**config.mk**
```make
export PLATFORM = sky130hd
export DESIGN_NAME = rv32i_ifetch
export DESIGN_NICKNAME = d
export VERILOG_FILES = /design/src/rtl/rv32i_ifetch_pkg.sv /design/src/rtl/rv32i_pc_reg.sv /design/src/rtl/rv32i_ifetch.sv
export SDC_FILE = /design/constraint.sdc
export NUM_CORES = 1
export LEC_CHECK = 0
export CORE_AREA = 2 2 122 124
export CTS_BUF_LIST = sky130_fd_sc_hd__clkbuf_4
export DETAILED_ROUTE_END_ITERATION = 7
export DIE_AREA = 0 0 124 126
export PLACE_DENSITY = 0.8
export RECOVER_POWER = 50
export SYNTH_ARGS = -nofsm -noshare
export SYNTH_HDL_FRONTEND = slang
export SYNTH_HIERARCHICAL = 1
export SYNTH_SLANG_ARGS = --single-unit
```
**constraint.sdc**
```tcl
create_clock -name clk -period 6.74 [get_ports clk]
set_input_delay 0.674 -clock clk [delete_from_list [all_inputs] [get_ports clk]]
set_output_delay 0.674 -clock clk [all_outputs]
set_load 0.1 [all_outputs]
```
**src/rtl/rv32i_ifetch_pkg.sv**
```systemverilog
// Shared definitions for the RV32I instruction fetch stage.
//   NOP_INSTR        - addi x0,x0,0, shown to decode before the first fetch completes
//   RESET_PC_DEFAULT - default reset PC
//   if_state_e       - fetch FSM states (request / wait for response / hold for decode)
//   pc_sel_e         - next-pc mux select for rv32i_pc_reg
package rv32i_ifetch_pkg;

    localparam logic [31:0] NOP_INSTR        = 32'h0000_0013;
    localparam logic [31:0] RESET_PC_DEFAULT = 32'h0000_0000;

    typedef enum logic [1:0] {
        IfStReq  = 2'd0,
        IfStWait = 2'd1,
        IfStHold = 2'd2
    } if_state_e;

    typedef enum logic [1:0] {
        PcHold     = 2'd0,
        PcInc      = 2'd1,
        PcRedirect = 2'd2
    } pc_sel_e;

    // Redirect targets are forced onto a word boundary; no misalign trap exists.
    function automatic logic [31:0] word_align(input logic [31:0] addr);
        return {addr[31:2], 2'b00};
    endfunction

endpackage

```
**src/rtl/rv32i_pc_reg.sv**
```systemverilog
// Program counter register with next-pc mux.
//   clk, rst      - clock, asynchronous active-high reset (loads RESET_PC)
//   sel_i         - pc_sel_e: hold / advance by 4 / load word-aligned redirect target
//   redirect_pc_i - redirect target (low two bits ignored)
//   pc_o          - current PC
module rv32i_pc_reg
    import rv32i_ifetch_pkg::*;
#(
    parameter logic [31:0] RESET_PC = RESET_PC_DEFAULT
) (
    input  logic        clk,
    input  logic        rst,
    input  logic [1:0]  sel_i,
    input  logic [31:0] redirect_pc_i,
    output logic [31:0] pc_o
);

    logic [31:0] pc_q, pc_d;

    always_comb begin
        pc_d = pc_q;
        case (sel_i)
            PcInc:      pc_d = pc_q + 32'd4;  // wraps modulo 2^32
            PcRedirect: pc_d = word_align(redirect_pc_i);
            default:    pc_d = pc_q;
        endcase
    end

    always_ff @(posedge clk or posedge rst) begin
        if (rst) begin
            pc_q <= RESET_PC;
        end else begin
            pc_q <= pc_d;
        end
    end

    assign pc_o = pc_q;

endmodule

```
**src/rtl/rv32i_ifetch.sv**
```systemverilog
// RV32I instruction fetch stage. Issues one word request at a time, buffers the
// response for decode and restarts at the target on a redirect from execute.
//   clk, rst                        - clock, asynchronous active-high reset
//   imem_req_valid/ready/addr       - fetch request (addr = pc)
//   imem_rsp_valid/data             - fetch response, one per accepted request
//   redirect_valid/redirect_pc      - taken branch / JAL / JALR target
//   instr_valid/instr_ready         - handshake to decode
//   instr, instr_pc, instr_pc_plus4 - fetched word, its PC and link value
module rv32i_ifetch
    import rv32i_ifetch_pkg::*;
#(
    parameter logic [31:0] RESET_PC = RESET_PC_DEFAULT,
    parameter int unsigned XLEN     = 32
) (
    input  logic            clk,
    input  logic            rst,
    output logic            imem_req_valid,
    input  logic            imem_req_ready,
    output logic [XLEN-1:0] imem_req_addr,
    input  logic            imem_rsp_valid,
    input  logic [XLEN-1:0] imem_rsp_data,
    input  logic            redirect_valid,
    input  logic [XLEN-1:0] redirect_pc,
    output logic            instr_valid,
    input  logic            instr_ready,
    output logic [XLEN-1:0] instr,
    output logic [XLEN-1:0] instr_pc,
    output logic [XLEN-1:0] instr_pc_plus4
);

    if_state_e   state_q, state_d;
    logic        drop_q, drop_d;
    logic        instr_valid_q, instr_valid_d;
    logic [31:0] instr_q, instr_d;
    logic [31:0] instr_pc_q, instr_pc_d;
    logic [31:0] instr_pc_plus4_q, instr_pc_plus4_d;
    pc_sel_e     pc_sel;
    logic [31:0] pc;
    logic        req_valid;

    rv32i_pc_reg #(
        .RESET_PC (RESET_PC)
    ) u_pc_reg (
        .clk           (clk),
        .rst           (rst),
        .sel_i         (pc_sel),
        .redirect_pc_i (redirect_pc),
        .pc_o          (pc)
    );

    // A redirect cycle never issues a request: the PC is about to change.
    assign req_valid = (state_q == IfStReq) && !redirect_valid && !rst;

    always_comb begin
        state_d          = state_q;
        drop_d           = drop_q;
        pc_sel           = PcHold;
        instr_valid_d    = instr_valid_q;
        instr_d          = instr_q;
        instr_pc_d       = instr_pc_q;
        instr_pc_plus4_d = instr_pc_plus4_q;

        unique case (state_q)
            IfStReq: begin
                if (redirect_valid) begin
                    pc_sel = PcRedirect;
                end else if (req_valid && imem_req_ready) begin
                    state_d = IfStWait;
                end
            end
            IfStWait: begin
                if (imem_rsp_valid) begin
                    if (drop_q || redirect_valid) begin
                        // Wrong-path response; pc already holds (or now takes) the target.
                        drop_d  = 1'b0;
                        state_d = IfStReq;
                        if (redirect_valid) begin
                            pc_sel = PcRedirect;
                        end
                    end else begin
                        instr_d          = imem_rsp_data;
                        instr_pc_d       = pc;
                        instr_pc_plus4_d = pc + 32'd4;
                        instr_valid_d    = 1'b1;
                        pc_sel           = PcInc;
                        state_d          = IfStHold;
                    end
                end else if (redirect_valid) begin
                    // Response still in flight: remember to discard it.
                    pc_sel = PcRedirect;
                    drop_d = 1'b1;
                end
            end
            IfStHold: begin
                // Redirect takes priority over a same-cycle consume.
                if (redirect_valid) begin
                    instr_valid_d = 1'b0;
                    pc_sel        = PcRedirect;
                    state_d       = IfStReq;
                end else if (instr_ready) begin
                    instr_valid_d = 1'b0;
                    state_d       = IfStReq;
                end
            end
            default: begin
                state_d = IfStReq;
            end
        endcase
    end

    always_ff @(posedge clk or posedge rst) begin
        if (rst) begin
            state_q          <= IfStReq;
            drop_q           <= 1'b0;
            instr_valid_q    <= 1'b0;
            instr_q          <= NOP_INSTR;
            instr_pc_q       <= 32'd0;
            instr_pc_plus4_q <= 32'd4;
        end else begin
            state_q          <= state_d;
            drop_q           <= drop_d;
            instr_valid_q    <= instr_valid_d;
            instr_q          <= instr_d;
            instr_pc_q       <= instr_pc_d;
            instr_pc_plus4_q <= instr_pc_plus4_d;
        end
    end

    assign imem_req_valid = req_valid;
    assign imem_req_addr  = pc;
    assign instr_valid    = instr_valid_q;
    assign instr          = instr_q;
    assign instr_pc       = instr_pc_q;
    assign instr_pc_plus4 = instr_pc_plus4_q;

endmodule

```
==> results of run 1 <==
## layout by cell type (no fill, tap or decap), types with 4 or more instances in the layout
cell type,count
inv_1,15
bufinv_16,4
clkinv_2,5
o21ai_0,34
dfstp_2,4
o31ai_1,9
nor4_1,9
clkdlybuf4s50_1,193
nand2_1,232
a311oi_1,4
nand4_1,18
or3_1,6
mux2i_1,5
or4_1,10
a22oi_1,10
buf_4,4
nor2_1,38
dfrtp_1,124
xor2_1,11
nand3_1,33
nor3_1,11
and3_1,6
a21oi_1,13
clkbuf_4,18
o311ai_0,6
and4_1,10
a31oi_1,14
## area by class of cell
| type | instances | area (um2) |
|---|---|---|
| diodes | 1 | 2.50 |
| clock buffers | 18 | 135 |
| clock inverters | 14 | 171 |
| fillers | 1264 | 5670 |
| inverters | 16 | 61.3 |
| multi-input cells | 538 | 2850 |
| flip-flops and latches | 128 | 3210 |
| well taps | 184 | 230 |
| repair buffers | 201 | 1990 |
## routing by layer
layer / vias up / share of wire (%) / routed length (um) / global-route usage [%]
met5: - / 0 / 0 / 0
met4: 0 / 2.6 / 473 / 9.25
met3: 32 / 10 / 1890 / 6.30
met2: 323 / 45 / 8300 / 35.9
met1: 2872 / 42 / 7670 / 31.7
li1: 2911 / - / - / -
## cells in the mapped netlist (4+ instances only)
library cell,instances
nor3_1,11
o21ai_0,34
dfstp_2,4
nor4_1,9
a22oi_1,10
clkbuf_1,39
o311ai_0,6
a21oi_1,13
xor2_1,11
a31oi_1,14
nand3_1,33
nand4_1,18
inv_1,15
and4_1,10
nor2_1,38
nand2_1,232
dfrtp_1,124
buf_4,4
o31ai_1,9
and3_1,6
a311oi_1,4
mux2i_1,5
or3_1,6
or4_1,10
## cells by family after synthesis
group           synth area share (%)
compound gates                  12.8
buf+inv                         4.33
mux                            0.969
other cells                   0.0593
xor+xnor                        1.80
flops                           50.7
simple gates                    28.7
fa+ha+maj                      0.593
## through the flow
step | utilization, % | area [um2] | std cells | hold slack (ps)
after global routing | 60.4 | 8650 | 1100 | 487
after global placement | 58.3 | 8350 | 1067 | 448
after floorplan | - | 6330 | 730 | 508
final | 60.4 | 8650 | 1100 | 466
after detailed placement | 58.3 | 8350 | 1067 | 451
after CTS | 60.5 | 8660 | 1099 | 468
## tightest hold or removal path: stages, from the launching register on
cell and delay [ps]:
dfstp_2 380, nand2_1 50, nand2_1 50
## registers in the layout, summed over array words and instances, names as in the netlist
signal / count
state_q: 2
instr: 32
instr_pc_plus4: 30
instr_pc: 32
instr_valid: 1
drop_q: 1
u_pc_reg/pc_o: 30
## worst min path at each step
stage,end,slack [ps],cells past startpoint
3_5_place_dp,instr[4],450,2
6_report,instr[4],470,2
4_1_cts,instr[4],470,2
2_1_floorplan,drop_q,510,2
3_3_place_gp,instr[4],450,2
5_1_grt,instr[4],490,2
==> results.txt, run 1 <==
- Counting along the longest clock path gives a buffer depth of 2.
- Slowest stage cell, crit path: clkbuf_1
- Type of origin of the critical path: input port
- The flow ran to the end, but the final reports show violations.
* Number of max-slew violations in the final report: 173
* EDFF count, synth: 0
- Number of buffers and inverters on the critical path: 3
- In this run, the number of DRC markers left after iteration 0 of detailed routing was 422.
- Buffers added to address setup during post-CTS repair amount to 0.
- Clock tree synthesis selected as its root buffer the cell clkbuf_4.
- The critical path is of the in -> reg type.
* Warnings from Yosys: 6
- # DRC: 0
- The netlist uses 62 different library cells.
* Post-cts resize count: 0
- Setup slack on the critical path of the routed design comes to 2160 ps.
- The core region is 14,300 um2.
- Die height: 126 um
- Depth of the critical timing path with buffers and inverters included: 5
- Global-route usage over all layers: 23.5%
* Worst reg-to-reg setup slack: 2380 ps
* Std-Cell Rows: 44
* Post-route clock period utilization: 68.0%
* Origin of the worst min-delay path: instr[4]
* Top-area cell type share of the netlist area: 49.0%
- Proportion of layout cells with a drive suffix above 1: 5.14%
- The area growth from synthesis to layout is 36.7%.
- The initial antenna violation count came to 1.
- Final wirelength: 18,300 um
* Clock-pin slew reported for the worst setup and hold paths after clock tree synthesis: 100 ps
* Dominant synthesized flop cell: dfrtp_1
- DPL Wire Length: 12,600 um
- Setup TNS after final layout: 0 ps
- CTS tree: built
- In this run, post-CTS hold repair placed 0 buffers.
* Endpoint of the most critical setup path: instr_pc_plus4[29]
- The first global-routing pass estimated 28,500 um of wire.
* Setup repair after global routing missed its margin: false
* Cell chain of the critical path: dlygate4sd3_1 -> or3_1 -> inv_1 -> clkbuf_1 -> a31oi_1
* Signal arrival time at the worst endpoint: 4810 ps
- For the pin with the worst max-slew slack, the measured transition is 3870 ps.
- TritonCTS created 17 clock buffers.
- Highest clock rate: 218 MHz
* Worst reg2reg path endpoint: instr_pc_plus4[29]
* Top post-synthesis cells by area: dfrtp_1, nand2_1, o21ai_0
* Share of synthesized flip-flops with an asynchronous set or reset: 100%
- Summed over all layers, the global routing overflow is 0.
- For the worst-skew pair, the clock arrives at the later sink with an insertion delay of 530 ps.
- Setup violations remaining at the end of the flow were counted as 0.
- DR vias/cell: 5.58
* Detailed-route wire length per cell: 16.7 um
* Period minus WS final: 4580 ps
- DR pass1 iterations: 5
* Final Hold Violating Endpoints: 0
- Failing checks: max-capacitance violations, max-slew violations
- The min-delay analysis places its worst path in the category reg -> reg.
- Number of port buffers: 195
- Number of global-route vias before repair: 5,575
* Library cell occupying the most area in the post-synthesis netlist: dfrtp_1
- GP Congestion: 0.855
- IO Count: 200
- Post-placement setup slack: 2780 ps
- Among cell families on the critical path, the largest total delay comes from buffers and inverters.
- Number of maximum-capacitance violations: 3
- Count of H-tree levels built during CTS: 4
- Mapped Cells: 729
* Pin count of the biggest net entering global routing: 103
* Netlist area before placement: 6330 um2
- Relative slew margins: -158%
- The detail route stage leaves a number of antenna-violating nets equal to 0.
* Number of flip-flops and latches in the synthesized netlist: 128
- Required time of the critical path: 6970 ps
- A synthesized cell averages 8.68 um2.
- The most critical setup path has its startpoint at redirect_valid.
- The final route contains 6,138 vias.
* Max stage delay on crit path: 2730 ps
- Starting utilization of the core area: 44.2%
- Number of cells traversed by the worst register-to-register path: 5
* Largest clock skew in the final design: 15.1 ps
- The worst setup path is captured at a register.
* Nets: 975
* # clock sinks: 128
* Highest net fanout along the worst path: 90
- The die covers 15,600 um2.
- The worst register-to-register path begins at state_q[1].
* Seq/Total Area, Yosys: 50.7%
* DIE WIDTH: 124 um
Power of run 1 is not shown: default switching activity piles up to over one toggle a cycle in this logic, so the estimate is an artifact.
==> inputs of run 2 (changes only) <==
--- a/config.mk
+++ b/config.mk
@@ -5,11 +5,11 @@
 export SDC_FILE = /design/constraint.sdc
 export NUM_CORES = 1
 export LEC_CHECK = 0
-export CORE_AREA = 2 2 122 124
+export CORE_AREA = 2 2 123 125
 export CTS_BUF_LIST = sky130_fd_sc_hd__clkbuf_4
 export DETAILED_ROUTE_END_ITERATION = 7
-export DIE_AREA = 0 0 124 126
-export PLACE_DENSITY = 0.8
+export DIE_AREA = 0 0 125 127
+export PLACE_DENSITY = 0.82
 export RECOVER_POWER = 50
 export SYNTH_ARGS = -nofsm -noshare
 export SYNTH_HDL_FRONTEND = slang
==> constraint.sdc (replaced) <==
create_clock -name clk -period 3.85 [get_ports clk]
set_input_delay 0.385 -clock clk [delete_from_list [all_inputs] [get_ports clk]]
set_output_delay 0.385 -clock clk [all_outputs]
set_load 0.1 [all_outputs]
==> run 2 against run 1 <==
  * Routed wire length is 1.8% higher
  * Clock skew is 4.2 ps lower
  * The flow still finishes with violations (max-capacitance violations, max-slew violations)
  * Final cell count is 0.18% higher
==> results.txt, run 2 (same netlist as run 1, synthesis figures left out) <==
- Result of the run: finished with violations
* Failing checks: max-capacitance violations, max-slew violations
* Signal arrival time at the worst endpoint: 3640 ps (-1170 ps)
- The largest stage delay on the critical path is 1020 ps (-1710 ps).
- DR vias/cell: 5.62 (+0.68%)
* Worst reg2reg path endpoint: instr_pc_plus4[28]
- Congestion Overflow GR: 0 (unchanged)
- # DRC: 0 (unchanged)
* Worst reg-to-reg setup slack: 670 ps (-1710 ps)
* Multi-input combinational cell area: 2850 um2 (unchanged)
* Die height: 127 um (+0.79%)
- After layout, the worst path uses 82.6% of the clock period.
* Global-route usage over all layers: 23.5% (+0.050 points)
- Area growth syn-to-layout: 37.0%
* Setup TNS after final layout: 0 ps (unchanged)
- The die span in x came to 125 um (+0.81%).
* Most common cell after layout, fill and taps aside: nand2_1
* Cell chain of the critical path: nand3b_1 -> or3_1 -> clkbuf_2 -> or4b_2 -> nand3_1
- Count of vias placed by the detailed router: 6,191 (+0.86%)
* Post-CTS setup buffers: 0 (unchanged)
* CTS tree: built
- The number of violations of the max-capacitance limit came to 3 (unchanged).
- The post-detailed-routing wire length was 18,700 um (+1.8%).
* Placed insts: 1,070 (+0.28%)
- The transition time at the pin with the least slew margin is 1960 ps (-1910 ps).
* Pin count of the biggest net entering global routing: 103 (unchanged)
- The number of top-level pins is 200 (unchanged).
- Initial antenna violation count: 0 (-1)
* Antenna violation net count after detailed routing: 0 (unchanged)
- Detailed-route wire length per cell: 16.9 um (+1.6%)
- The kind of cell with the highest combined delay along the critical path is simple AND/OR/NAND/NOR gates.
- Clock buffer count from CTS: 17 (unchanged)
- The global-route wire length before repair is 30,000 um (+5.3%).
- Tracing the worst setup path back leads to its startpoint at state_q[1].
- Number of buffers and inverters on the critical path: 1 (-2)
* Area of placed instances: 8370 um2 (+0.24%)
* # clock sinks: 128 (unchanged)
* Starting utilization of the core area: 43.9% (-0.34 points)
- The number of search-and-repair iterations in the first detailed-routing pass was 7 (+2).
- Setup repair after global routing left no endpoint under its margin.
* Worst Path Class, Setup: reg -> reg
- For this run, the top clock speed supported by timing is 314 MHz.
- Std-Cell Rows: 44 (unchanged)
* Type of origin of the critical path: register
- Worst reg2reg startpoint: state_q[1]
- Nets: 978 (+0.31%)
- Worst min-delay path category: in -> reg
- The core box area is 14,400 um2 (+0.77%).
- Number of port buffers: 195 (unchanged)
* Number of cells traversed by the worst register-to-register path: 5 (unchanged)
- The headroom to the max-slew limit came to -30.7% (+130 points).
* Depth of the critical timing path with buffers and inverters included: 5 (unchanged)
- The number of endpoints failing setup at the final stage was 0 (unchanged).
- GP Congestion: 0.890 (+4.1%)
- Clock-pin slew reported for the worst setup and hold paths after clock tree synthesis: 110 ps (about the same)
- Clock latency on the worst-skew pair: 520 ps (about the same)
- Highest net fanout along the worst path: 102 (+13%)
- In this run the worst setup path terminates at instr_pc_plus4[28].
- For this design, the slowest cell found on the critical path is or4b_2.
- The total inserted antenna cells is 0 (-1).
* Buffer depth of the longest clock path: 2 (unchanged)
- The fraction of layout cells with a size suffix above 1 came to 5.66% (+0.53 points).
- Die area: 15,900 um2 (+1.6%)
* FF/Latch Area: 3210 um2 (unchanged)
- The filler cell count in the final layout was 1,269 (+0.40%).
* Leading cell types in the layout, fill and taps excluded: nand2_1, clkdlybuf4s50_1, dfrtp_1
- Post-route design area: 8670 um2 (+0.22%)
* Largest clock skew in the final design: 10.9 ps (-4.25 ps)
- Critical Path End Type: register
- Period minus WS final: 3180 ps
- Required time of the critical path: 4300 ps (-2670 ps)
- Count of H-tree levels built during CTS: 4 (unchanged)
- The number of global-route vias before repair is 5,797 (+4.0%).
- Post-cts resize count: 0 (unchanged)
- Clock root cell: clkbuf_4
- The DRC violation total after the first TritonRoute iteration came to 378 (-10%).
- Number of max-slew violations in the final report: 218 (+26%)
- The HPWL after detailed placement came to 12,800 um (+1.8%).
* Final Hold Violating Endpoints: 0 (unchanged)
* Number of buffers inserted for hold repair after clock tree synthesis: 0 (unchanged)
* Final cell count without fillers: 1,102 (+0.18%)
[run 2: worst min path at each step]
stage          slack (ps)  depth (start not counted)       end              from
2_1_floorplan         470                          2  instr[0]  imem_rsp_data[0]
3_3_place_gp          450                          2  instr[4]          instr[4]
3_5_place_dp          450                          2  instr[4]          instr[4]
4_1_cts               300                          3  instr[0]  imem_rsp_data[0]
5_1_grt               310                          3  instr[0]  imem_rsp_data[0]
6_report              360                          3  instr[0]  imem_rsp_data[0]
[run 2: worst min-delay path, stage by stage]
cell and delay (ps):
clkdlybuf4s50_1 400, nand2_1 60, nand2_1 40
[run 2: final cells by class]
| type | instances | share of cell area, % |
|---|---|---|
| well taps | 184 | 2.66 |
| multi-input cells | 538 | 32.9 |
| clock inverters | 13 | 1.95 |
| flip-flops and latches | 128 | 37.0 |
| inverters | 16 | 0.693 |
| clock buffers | 19 | 1.65 |
| repair buffers | 204 | 23.2 |
[run 2: metal layers]
metal	vias up	share of wire, %	GRT usage [%]
li1	2908	-	-
met1	2934	44	32.4
met2	313	46	36.8
met3	36	7.4	5.86
met4	0	2.5	7.65
met5	-	0	0
[run 2: per-stage QoR]
step,setup slack (ps),hold slack (ps),util [%]
finish,668,356,60.1
floorplan,7.81,468,-
global placement,723,446,58.0
CTS,987,297,60.2
global route,413,315,60.1
detailed placement,673,454,58.0
Power of run 2 is left out for the same reason.
==> inputs of run 3 (changes only) <==
--- a/config.mk
+++ b/config.mk
@@ -5,11 +5,11 @@
 export SDC_FILE = /design/constraint.sdc
 export NUM_CORES = 1
 export LEC_CHECK = 0
-export CORE_AREA = 2 2 123 125
+export CORE_AREA = 2 2 122 124
 export CTS_BUF_LIST = sky130_fd_sc_hd__clkbuf_4
 export DETAILED_ROUTE_END_ITERATION = 7
-export DIE_AREA = 0 0 125 127
-export PLACE_DENSITY = 0.82
+export DIE_AREA = 0 0 124 126
+export PLACE_DENSITY = 0.8
 export RECOVER_POWER = 50
 export SYNTH_ARGS = -nofsm -noshare
 export SYNTH_HDL_FRONTEND = slang
==> constraint.sdc (replaced) <==
create_clock -name clk -period 2.94 [get_ports clk]
set_input_delay 0.294 -clock clk [delete_from_list [all_inputs] [get_ports clk]]
set_output_delay 0.294 -clock clk [all_outputs]
set_load 0.1 [all_outputs]
==> run 3 against run 2 <==
  * The flow still finishes with violations (max-capacitance violations, max-slew violations)
  * Non-clock buffer count grew 11
  * Global-route usage grew 0.49 points
  * Register-to-register slack lost 240 ps
  * Final cell count grew 0.91%
  * Setup slack lost 240 ps
  * Via count shrank 1.5%
  * Critical path type unchanged
  * Hold slack lost 93 ps
  * Design area shrank 6.2%
  * Maximum frequency grew 27%
  * Clock-buffer cell count is the same
  * First-iteration DRC count grew 4.2%
==> results.txt, run 3 (same netlist as run 1, synthesis figures left out) <==
* Result of the run: finished with violations
* Failing checks: max-capacitance violations, max-slew violations
- Final setup viols: 0 (unchanged)
- The latest clock arrival within the worst-skew pair is 540 ps (+20 ps).
- Global-route usage over all layers: 24.0% (+0.49 points)
* Nets: 989 (+1.1%)
- The DRC violation total after the first TritonRoute iteration was 394 (+4.2%).
- The clock period minus final worst setup slack came to 2510 ps (-669 ps).
* Setup TNS after final layout: 0 ps (unchanged)
* Post-CTS setup buffers: 0 (unchanged)
* Worst min-delay path category: in -> reg
- Final setup margin: 428 ps (-241 ps)
- The area of the multi-input gates came to 2850 um2 (+0.18%).
- The headroom to the max-slew limit is -18.4% (+12 points).
- The global-route congestion overflow total was 0 (unchanged).
- STA classifies the critical path startpoint as a register.
- The count of H-tree levels built during CTS was 4 (unchanged).
- In this run the critical register-to-register path is launched from state_q[1].
- The transition time at the pin with the least slew margin was 1780 ps (-186 ps).
* Number of max-slew violations in the final report: 31 (-86%)
* GP Congestion: 0.879 (-1.3%)
* Starting utilization of the core area: 44.2% (+0.34 points)
- The largest stage delay on the critical path is 460 ps (-560 ps).
* DIE WIDTH: 124 um (-0.80%)
- The total inserted antenna cells was 0 (unchanged).
* Antenna violation net count after detailed routing: 0 (unchanged)
- Origin of the worst min-delay path: imem_rsp_data[1]
- The number of instances in the placed design was 1,081 (+1.0%).
- Largest clock skew in the final design: 15.2 ps (+4.34 ps)
- DR vias/cell: 5.49 (-2.3%)
- FF/Latch Area: 3210 um2 (unchanged)
* Die height: 126 um (-0.79%)
- DPL Wire Length: 13,100 um (+2.5%)
- Post-route clock period utilization: 85.5% (+2.8 points)
- The sink count of the clock tree was 128 (unchanged).
- Clock buffer count from CTS: 17 (unchanged)
- TritonCTS built the clock tree.
* Wire length of the first global-routing pass: 29,200 um (-2.7%)
* Worst Path Class, Setup: reg -> reg
- Count of vias placed by the detailed router: 6,101 (-1.5%)
* Cell chain of the critical path: nand3b_1 -> or3_4 -> inv_2 -> inv_1 -> ha_1 -> or2_2 -> nor2_1 -> or4b_1 -> nand3_1
- Proportion of layout cells with a drive suffix above 1: 13.5% (+7.8 points)
- Pin count of the biggest net entering global routing: 91 (-12%)
* Number of maximum-capacitance violations: 1 (-2)
- The initial antenna violation count was 0 (unchanged).
- The tree is rooted in a clkbuf_4.
- The number of top-level pins came to 200 (unchanged).
* Final Hold Violating Endpoints: 0 (unchanged)
* DR pass1 iterations: 5 (-2)
- The number of buffers on the longest clock path came to 2 (unchanged).
- Number of buffers and inverters on the critical path: 2 (+1)
- Std-Cell Rows: 44 (unchanged)
- Highest net fanout along the worst path: 5 (-95%)
- Leaving out fill and tap cells, the most frequent cell in the layout is nand2_1.
- Core Area: 14,300 um2 (-0.76%)
* Signal arrival time at the worst endpoint: 2980 ps (-660 ps)
- Number of global-route vias before repair: 5,636 (-2.8%)
- The count of instances resized after the clock tree is built came to 0 (unchanged).
- Highest clock rate: 398 MHz (+27%)
- Final cell count without fillers: 1,112 (+0.91%)
- Family with the most delay on the worst path: simple AND/OR/NAND/NOR gates
* Setup crit start: state_q[1]
* Critical Path End Type: register
- The detail-routed net length per standard cell came to 16.9 um (-0.25%).
- Required time of the critical path: 3410 ps (-890 ps)
- Clock-pin slew reported for the worst setup and hold paths after clock tree synthesis: 100 ps (about the same)
- The post-detailed-routing wire length is 18,800 um (+0.66%).
- The area growth from synthesis to layout is 28.5%.
* Setup repair after global routing missed its margin: false
- Number of buffers inserted for hold repair after clock tree synthesis: 0 (unchanged)
* Slowest stage cell, crit path: or4b_1
- The top cell types in the final layout, fill and taps aside, are nand2_1, dfrtp_1, buf_4.
* # DRC: 0 (unchanged)
- Number of port buffers: 195 (unchanged)
- The filler cell count in the final layout was 1,399 (+10%).
- Die area: 15,600 um2 (-1.6%)
* Post-placement setup slack: 171 ps (-502 ps)
==> run 3: changes by cell type in the layout (fill, tap and decap cells not counted), moves of 2 or more <==
cell / previous run / this run
clkdlybuf4s50_1: 193 / 66
buf_4: 7 / 83
clkbuf_1: 2 / 63
clkinv_1: 3 / 7
bufinv_16: 4 / 1
clkinv_4: 2 / 0
==> run 3: metal layers <==
layer	vias to the layer above	share of wire, %	global-route usage [%]
met5	-	0	0
li1	2944	-	-
met3	30	8.1	5.62
met4	0	2.3	9.12
met2	254	46	37.9
met1	2873	43	32.1
==> run 3: tightest hold or removal path: stages <==
cell and delay (ps):
clkdlybuf4s50_1 400, nand2_1 50, nand2_1 50
==> run 3: path summary, 6_finish.rpt <==
check                                     end  slack [ps]  cells after the start
max in group asynchronous   instr_pc_plus4[4]         970                      3
hold / removal                       instr[1]         260                      3
setup reg to reg            u_pc_reg/pc_o[29]         430                      9
setup / recovery            u_pc_reg/pc_o[29]         430                      9
hold reg to reg                      instr[0]         470                      2
min in group asynchronous  instr_pc_plus4[24]         390                      2
==> run 3: final cells by class <==
class | instances | area share [%]
Sequential cell | 128 | 39.5
Multi-Input combinational cell | 538 | 35.1
Timing Repair Buffer | 215 | 19.2
Tap cell | 184 | 2.83
Clock buffer | 19 | 1.75
Clock inverter | 12 | 0.939
Inverter | 16 | 0.754
==> run 3: metrics by stage <==
stage	utilization, %	area, um2	hold slack (ps)
6_report	56.8	8130	263
5_1_grt	56.8	8130	237
3_3_place_gp	57.1	8170	448
2_1_floorplan	-	6340	377
3_5_place_dp	57.1	8170	455
4_1_cts	58.6	8390	136
Power of run 3 is left out for the same reason.
